==> config.mk <==
export PLATFORM = sky130hd
export DESIGN_NAME = traffic_monitor
export DESIGN_NICKNAME = d
export VERILOG_FILES = /design/src/rtl/traffic_monitor.sv
export SDC_FILE = /design/constraint.sdc
export NUM_CORES = 1
export LEC_CHECK = 0
export CORE_ASPECT_RATIO = 0.9
export CORE_MARGIN = 1.5
export CORE_UTILIZATION = 60
export DETAILED_ROUTE_END_ITERATION = 8
export GPL_ROUTABILITY_DRIVEN = 1
export PLACE_DENSITY = 0.81
export SLEW_MARGIN = 20
export SYNTH_ARGS = -nofsm -noshare
export SYNTH_HDL_FRONTEND = slang
export SYNTH_SLANG_ARGS = --single-unit
==> constraint.sdc <==
create_clock -name clock -period 16.3 [get_ports clock]
set_clock_uncertainty 0.2 [all_clocks]
set_input_delay 2.445 -clock clock [delete_from_list [all_inputs] [get_ports clock]]
set_output_delay 2.445 -clock clock [all_outputs]
set_load 0.01 [all_outputs]
==> src/rtl/traffic_monitor.sv <==
// Conflict/sequence monitor for the four traffic light buses.
// Latches the first violation as a sticky fault with code and direction.
module traffic_monitor #(
    parameter int MIN_GREEN  = 3,
    parameter int MIN_YELLOW = 2,
    parameter int MAX_ALLRED = 4,
    parameter int CNT_W      = 8
) (
    input  logic       clock,
    input  logic       reset,
    input  logic [2:0] north,
    input  logic [2:0] south,
    input  logic [2:0] east,
    input  logic [2:0] west,
    input  logic       clear,
    output logic       fault,
    output logic [2:0] fault_code,
    output logic [1:0] fault_dir,
    output logic [1:0] active_dir,
    output logic       active_valid,
    output logic [7:0] phase_cnt
);

    typedef enum logic [2:0] {
        RED    = 3'b100,
        YELLOW = 3'b010,
        GREEN  = 3'b001
    } colour_t;

    colour_t          prev_q  [4];
    colour_t          prev_d  [4];
    logic [CNT_W-1:0] dwell_q [4];
    logic [CNT_W-1:0] dwell_d [4];
    logic [CNT_W-1:0] allred_q, allred_d;

    logic [2:0] bus   [4];
    logic [2:0] dcode [4];
    logic [2:0] nonred_cnt, yr_cnt;
    logic       all_legal, all_red, ar_fault;
    logic [1:0] act_idx;
    logic [2:0] vcode;
    logic [1:0] vdir;
    logic       valid_d;
    logic [1:0] active_dir_d;
    logic [7:0] phase_d;

    always_comb begin
        bus[0] = north;
        bus[1] = south;
        bus[2] = east;
        bus[3] = west;
    end

    always_comb begin
        nonred_cnt = '0;
        yr_cnt     = '0;
        all_legal  = 1'b1;
        all_red    = 1'b1;
        act_idx    = active_dir;
        for (int unsigned d = 0; d < 4; d++) begin
            dcode[d]   = '0;
            prev_d[d]  = prev_q[d];
            dwell_d[d] = dwell_q[d];
            if (!(bus[d] == RED || bus[d] == YELLOW || bus[d] == GREEN)) begin
                // illegal bus: leave its tracking untouched and skip conflict check
                dcode[d]  = 3'd1;
                all_legal = 1'b0;
                all_red   = 1'b0;
            end else begin
                if (bus[d] != RED) begin
                    nonred_cnt = nonred_cnt + 3'd1;
                    act_idx    = 2'(d);
                    all_red    = 1'b0;
                end
                if (bus[d] == prev_q[d]) begin
                    if (dwell_q[d] != '1)
                        dwell_d[d] = dwell_q[d] + 1'b1;
                end else begin
                    dwell_d[d] = CNT_W'(1);
                    prev_d[d]  = colour_t'(bus[d]);
                    case (prev_q[d])
                        RED:    if (bus[d] != GREEN) dcode[d] = 3'd3;
                        GREEN: begin
                            if (bus[d] != YELLOW)
                                dcode[d] = 3'd3;
                            else if (dwell_q[d] != '1 && int'(dwell_q[d]) < MIN_GREEN)
                                dcode[d] = 3'd4;
                        end
                        YELLOW: begin
                            if (bus[d] != RED) begin
                                dcode[d] = 3'd3;
                            end else begin
                                yr_cnt = yr_cnt + 3'd1;
                                if (dwell_q[d] != '1 && int'(dwell_q[d]) < MIN_YELLOW)
                                    dcode[d] = 3'd5;
                            end
                        end
                        default: dcode[d] = 3'd3;
                    endcase
                end
            end
        end

        if (!all_red)
            allred_d = '0;
        else if (allred_q == '1)
            allred_d = allred_q;
        else
            allred_d = allred_q + 1'b1;
        ar_fault = int'(allred_d) > MAX_ALLRED;

        // lowest code wins; strict compare keeps the lowest direction on ties
        vcode = '0;
        vdir  = '0;
        for (int unsigned d = 0; d < 4; d++) begin
            if (dcode[d] != 3'd0 && (vcode == 3'd0 || dcode[d] < vcode)) begin
                vcode = dcode[d];
                vdir  = 2'(d);
            end
        end
        if (nonred_cnt > 3'd1 && (vcode == 3'd0 || vcode > 3'd2)) begin
            vcode = 3'd2;
            vdir  = '0;
        end
        if (ar_fault && vcode == 3'd0) begin
            vcode = 3'd6;
            vdir  = '0;
        end

        valid_d      = all_legal && (nonred_cnt == 3'd1);
        active_dir_d = valid_d ? act_idx : active_dir;
        phase_d      = phase_cnt + 8'(yr_cnt);
    end

    always_ff @(posedge clock or negedge reset) begin
        if (!reset) begin
            for (int unsigned d = 0; d < 4; d++) begin
                prev_q[d]  <= RED;
                dwell_q[d] <= CNT_W'(1);
            end
            allred_q     <= '0;
            fault        <= 1'b0;
            fault_code   <= '0;
            fault_dir    <= '0;
            active_dir   <= '0;
            active_valid <= 1'b0;
            phase_cnt    <= '0;
        end else begin
            for (int unsigned d = 0; d < 4; d++) begin
                prev_q[d]  <= prev_d[d];
                dwell_q[d] <= dwell_d[d];
            end
            allred_q     <= allred_d;
            active_dir   <= active_dir_d;
            active_valid <= valid_d;
            phase_cnt    <= phase_d;
            if (vcode != 3'd0) begin
                if (!fault || clear) begin
                    fault      <= 1'b1;
                    fault_code <= vcode;
                    fault_dir  <= vdir;
                end
            end else if (clear) begin
                fault      <= 1'b0;
                fault_code <= '0;
                fault_dir  <= '0;
            end
        end
    end

endmodule

==> results of run 1 <==
-- sequential cells by signal, summed over array words and instances, names as in the netlist --
register	flops
fault_code	3
active_valid	1
fault_dir	2
prev_q	12
fault	1
allred_q	8
active_dir	2
phase_cnt	8
dwell_q	32
-- per-layer routing --
layer  global-route usage (%)  vias to the layer above  routed length (um)
li1                         -                     2090                   -
met5                        0                        -                   0
met2                     44.8                      108                5080
met1                     32.2                     2040                4900
met3                     4.38                       22                 424
met4                     8.05                        0                 163
-- cells by family after synthesis --
| family | Yosys count |
|---|---|
| fa+ha+maj | 21 |
| compound gates | 138 |
| simple gates | 227 |
| buf+inv | 41 |
| xor+xnor | 58 |
| flops | 69 |
| mux | 9 |
-- metrics by stage --
stage / instance area [um^2] / hold slack [ps] / total power, uW / util [%] / cells
2_1_floorplan: 4970 / 293 / 348 / - / 563
3_3_place_gp: 5310 / 265 / 395 / 66.2 / 675
3_5_place_dp: 5310 / 265 / 404 / 66.2 / 675
4_1_cts: 5510 / 283 / 541 / 68.6 / 691
5_1_grt: 5510 / 302 / 575 / 68.6 / 691
6_report: 5510 / 283 / 541 / 68.6 / 691
-- final timing paths --
kind	from	end	slack [ps]
max reg2reg	prev_q[8]$_DFFE_PN1P_	fault_code[2]$_DFFE_PN0P_	9430
max	south[2]	fault_code[2]$_DFFE_PN0P_	7030
min in group asynchronous	reset	prev_q[6]$_DFFE_PN0P_	2090
min	phase_cnt[7]$_DFF_PN0_	phase_cnt[7]$_DFF_PN0_	280
max in group asynchronous	reset	dwell_q[6]$_DFFE_PN0P_	13250
min reg2reg	phase_cnt[7]$_DFF_PN0_	phase_cnt[7]$_DFF_PN0_	280
-- cell type report --
type                            instances  area (um^2)  share of cell area, %
Inverter                               22         82.6                   1.50
Clock inverter                          6         63.8                   1.16
Tap cell                               99          124                   2.25
Clock buffer                           10          128                   2.32
Multi-Input combinational cell        453         3060                   55.5
Sequential cell                        69         1740                   31.5
Timing Repair Buffer                   32          313                   5.68
-- power by group --
group	total (uW)	switching [uW]	internal, uW
logic	186	103	82.3
clock network	137	66.2	70.4
registers	219	23.3	195
total	541	193	348
-- cell usage after synthesis (12+ instances only) --
master | number | area, um^2
a21oi_1 | 32 | 160
and3_1 | 12 | 75.1
dfrtp_1 | 61 | 1530
ha_1 | 20 | 250
inv_1 | 20 | 75.1
nand2_1 | 41 | 154
nand3_1 | 20 | 100
nand4_1 | 13 | 81.3
nor2_1 | 74 | 278
o21ai_0 | 36 | 180
xnor2_1 | 24 | 210
xor2_1 | 34 | 298
==> flow_summary.yaml, run 1 <==
worst_setup_path:
  cp_max_fo: 11
  cp.depth: 29
  critical_path_class: "input pin to flip-flop"
  cp_num_buf_inv: 3
  slowest_delay_ps: 590
  crit_path_end_kind: "flip-flop"
  r2r_cells: 29
  critical_path_required_ps: 16320
  cp-start-kind: "input pin"
  crit_slowest_cell: "clkdlybuf4s50_1"
  cp_top_family: "simple AND/OR/NAND/NOR gates"
  path_common_cell: "o21ai_0"
  arrival_ps: 9300
grt:
  grt_pass1_vias: 4050
  antenna_found_initial: 0
  grt_usage_pct: 25.4
  globalRouteOverflowTotal: 0
  grt_max_degree: 70
  grt_pass1_wl_mm: 18.2
clocking:
  cts_made_buffers: 9
  cts_tree: "built"
  clock_sinks: 69
  cts_hold_buffers: 0
  clkTransAtPathRegs_ps: 80
  insertion_delay_ps: 350
  h-tree-depth: 3
  cts_resized: 0
  clk_path_buf_depth: 2
  cts_setup_buffers: 0
  root_buffer: "clkbuf_8"
synthesis:
  synth_compound_area_share_pct: 19.4
  syn_nets: 599
  yosysWarnings: 0
  synth_seq_cells: 69
  syn_area_per_cell_um2: 8.83
  yosys.area_share.simple_pct: 24.3
  syn_area_um2: 4970
  synth.area.mux_share_pct: 2.11
  synthArstFlopShare_pct: 100
  synthFlopType: "dfrtp_1"
  synth_xor_area_share_pct: 10.2
  syn_inst: 563
  synth_cell_types: 80
  synth_top_family_by_area: "simple AND/OR/NAND/NOR gates"
  synth-edff-count: 0
  ys_seq_area_share_pct: 34.9
  synth_fa_ha_area_share_pct: 5.44
drt:
  route.detailed.drc: 1
  ant_nets: 0
  wl_per_cell_um: 15.3
  wl_mm: 10.6
  viasPerCell: 6.16
  drtPass1Iterations: 7
  drt-initial-drc-count: 168
  dr_total_vias: 4260
timing:
  slew_viol_final: 0
  fin_ws_ps: 7030
  rsz0062_at_grt: "no"
  finalSetupViolCount: 0
  fmax_ghz: 0.108
  maxSlewHeadroom_pct: 43.3
  min_period_ps: 9270
  tightest_slew_ps: 851
  timing.setup.tns_ps: 0
  fin_crit_sh_pct: 56.9
  hold_violations: 0
die:
  dieArea_um2: 8840
  placementRows: 31
  die_y_um: 89.4
  coreArea_um2: 8030
  initial_core_util_pct: 61.9
  ios: 32
  fp.dieW_um: 98.9
place:
  port-buffer-count: 31
  gp_congestion: 0.873
  dpl.hpwl_mm: 7.89
  dp_slack_ps: 6810
run_status:
  failed_checks: "DRC"
  run_status: "complete, but fails checks"
worst_hold_path:
  holdPathStages: 1
  hold_class: "flip-flop to flip-flop"
pwr:
  p_leak_uw: 0.00237
  p_per_area_nw_per_um2: 98.3
  vdd_ir_drop_max_mv: 0.0608
final_layout:
  final_cell_mix: "74 x nor2_1, 61 x dfrtp_1, 41 x nand2_1"
  drive_gt1_share_pct: 9.97
  synthToLayoutAreaGrowth_pct: 10.7
  final_common_cell: "nor2_1"
  diodes: 0
  fin_nets: 623
  n_fill_cell: 657
run:
  max_cap_viol_count: 0
No activity file was read; power rests on OpenSTA's default activity.
==> run 2, diff against run 1 <==
Clock period 16.3 ns to 9.6 ns, I/O delays scaled along.
==> results of run 2 <==
Same layout as run 1 (identical final DEF). Status: complete, but fails checks: DRC.
Main changes from that run: setup slack after placement 6810 ps -> 1110 ps; setup slack after layout 7030 ps -> 1330 ps; register-to-register setup slack 9430 ps -> 2730 ps; total power 541 uW -> 919 uW; worst IR drop on VDD 0.0608 mV -> 0.103 mV
==> run 3, diff against run 2 <==
Settings changed: HOLD_SLACK_MARGIN from default to 0.1.
==> results of run 3 <==
Same layout as run 1 (identical final DEF). Status: complete, but fails checks: DRC.
Main changes from that run: setup slack after placement 6810 ps -> 1110 ps; setup slack after layout 7030 ps -> 1330 ps; register-to-register setup slack 9430 ps -> 2730 ps; total power 541 uW -> 919 uW; worst IR drop on VDD 0.0608 mV -> 0.103 mV
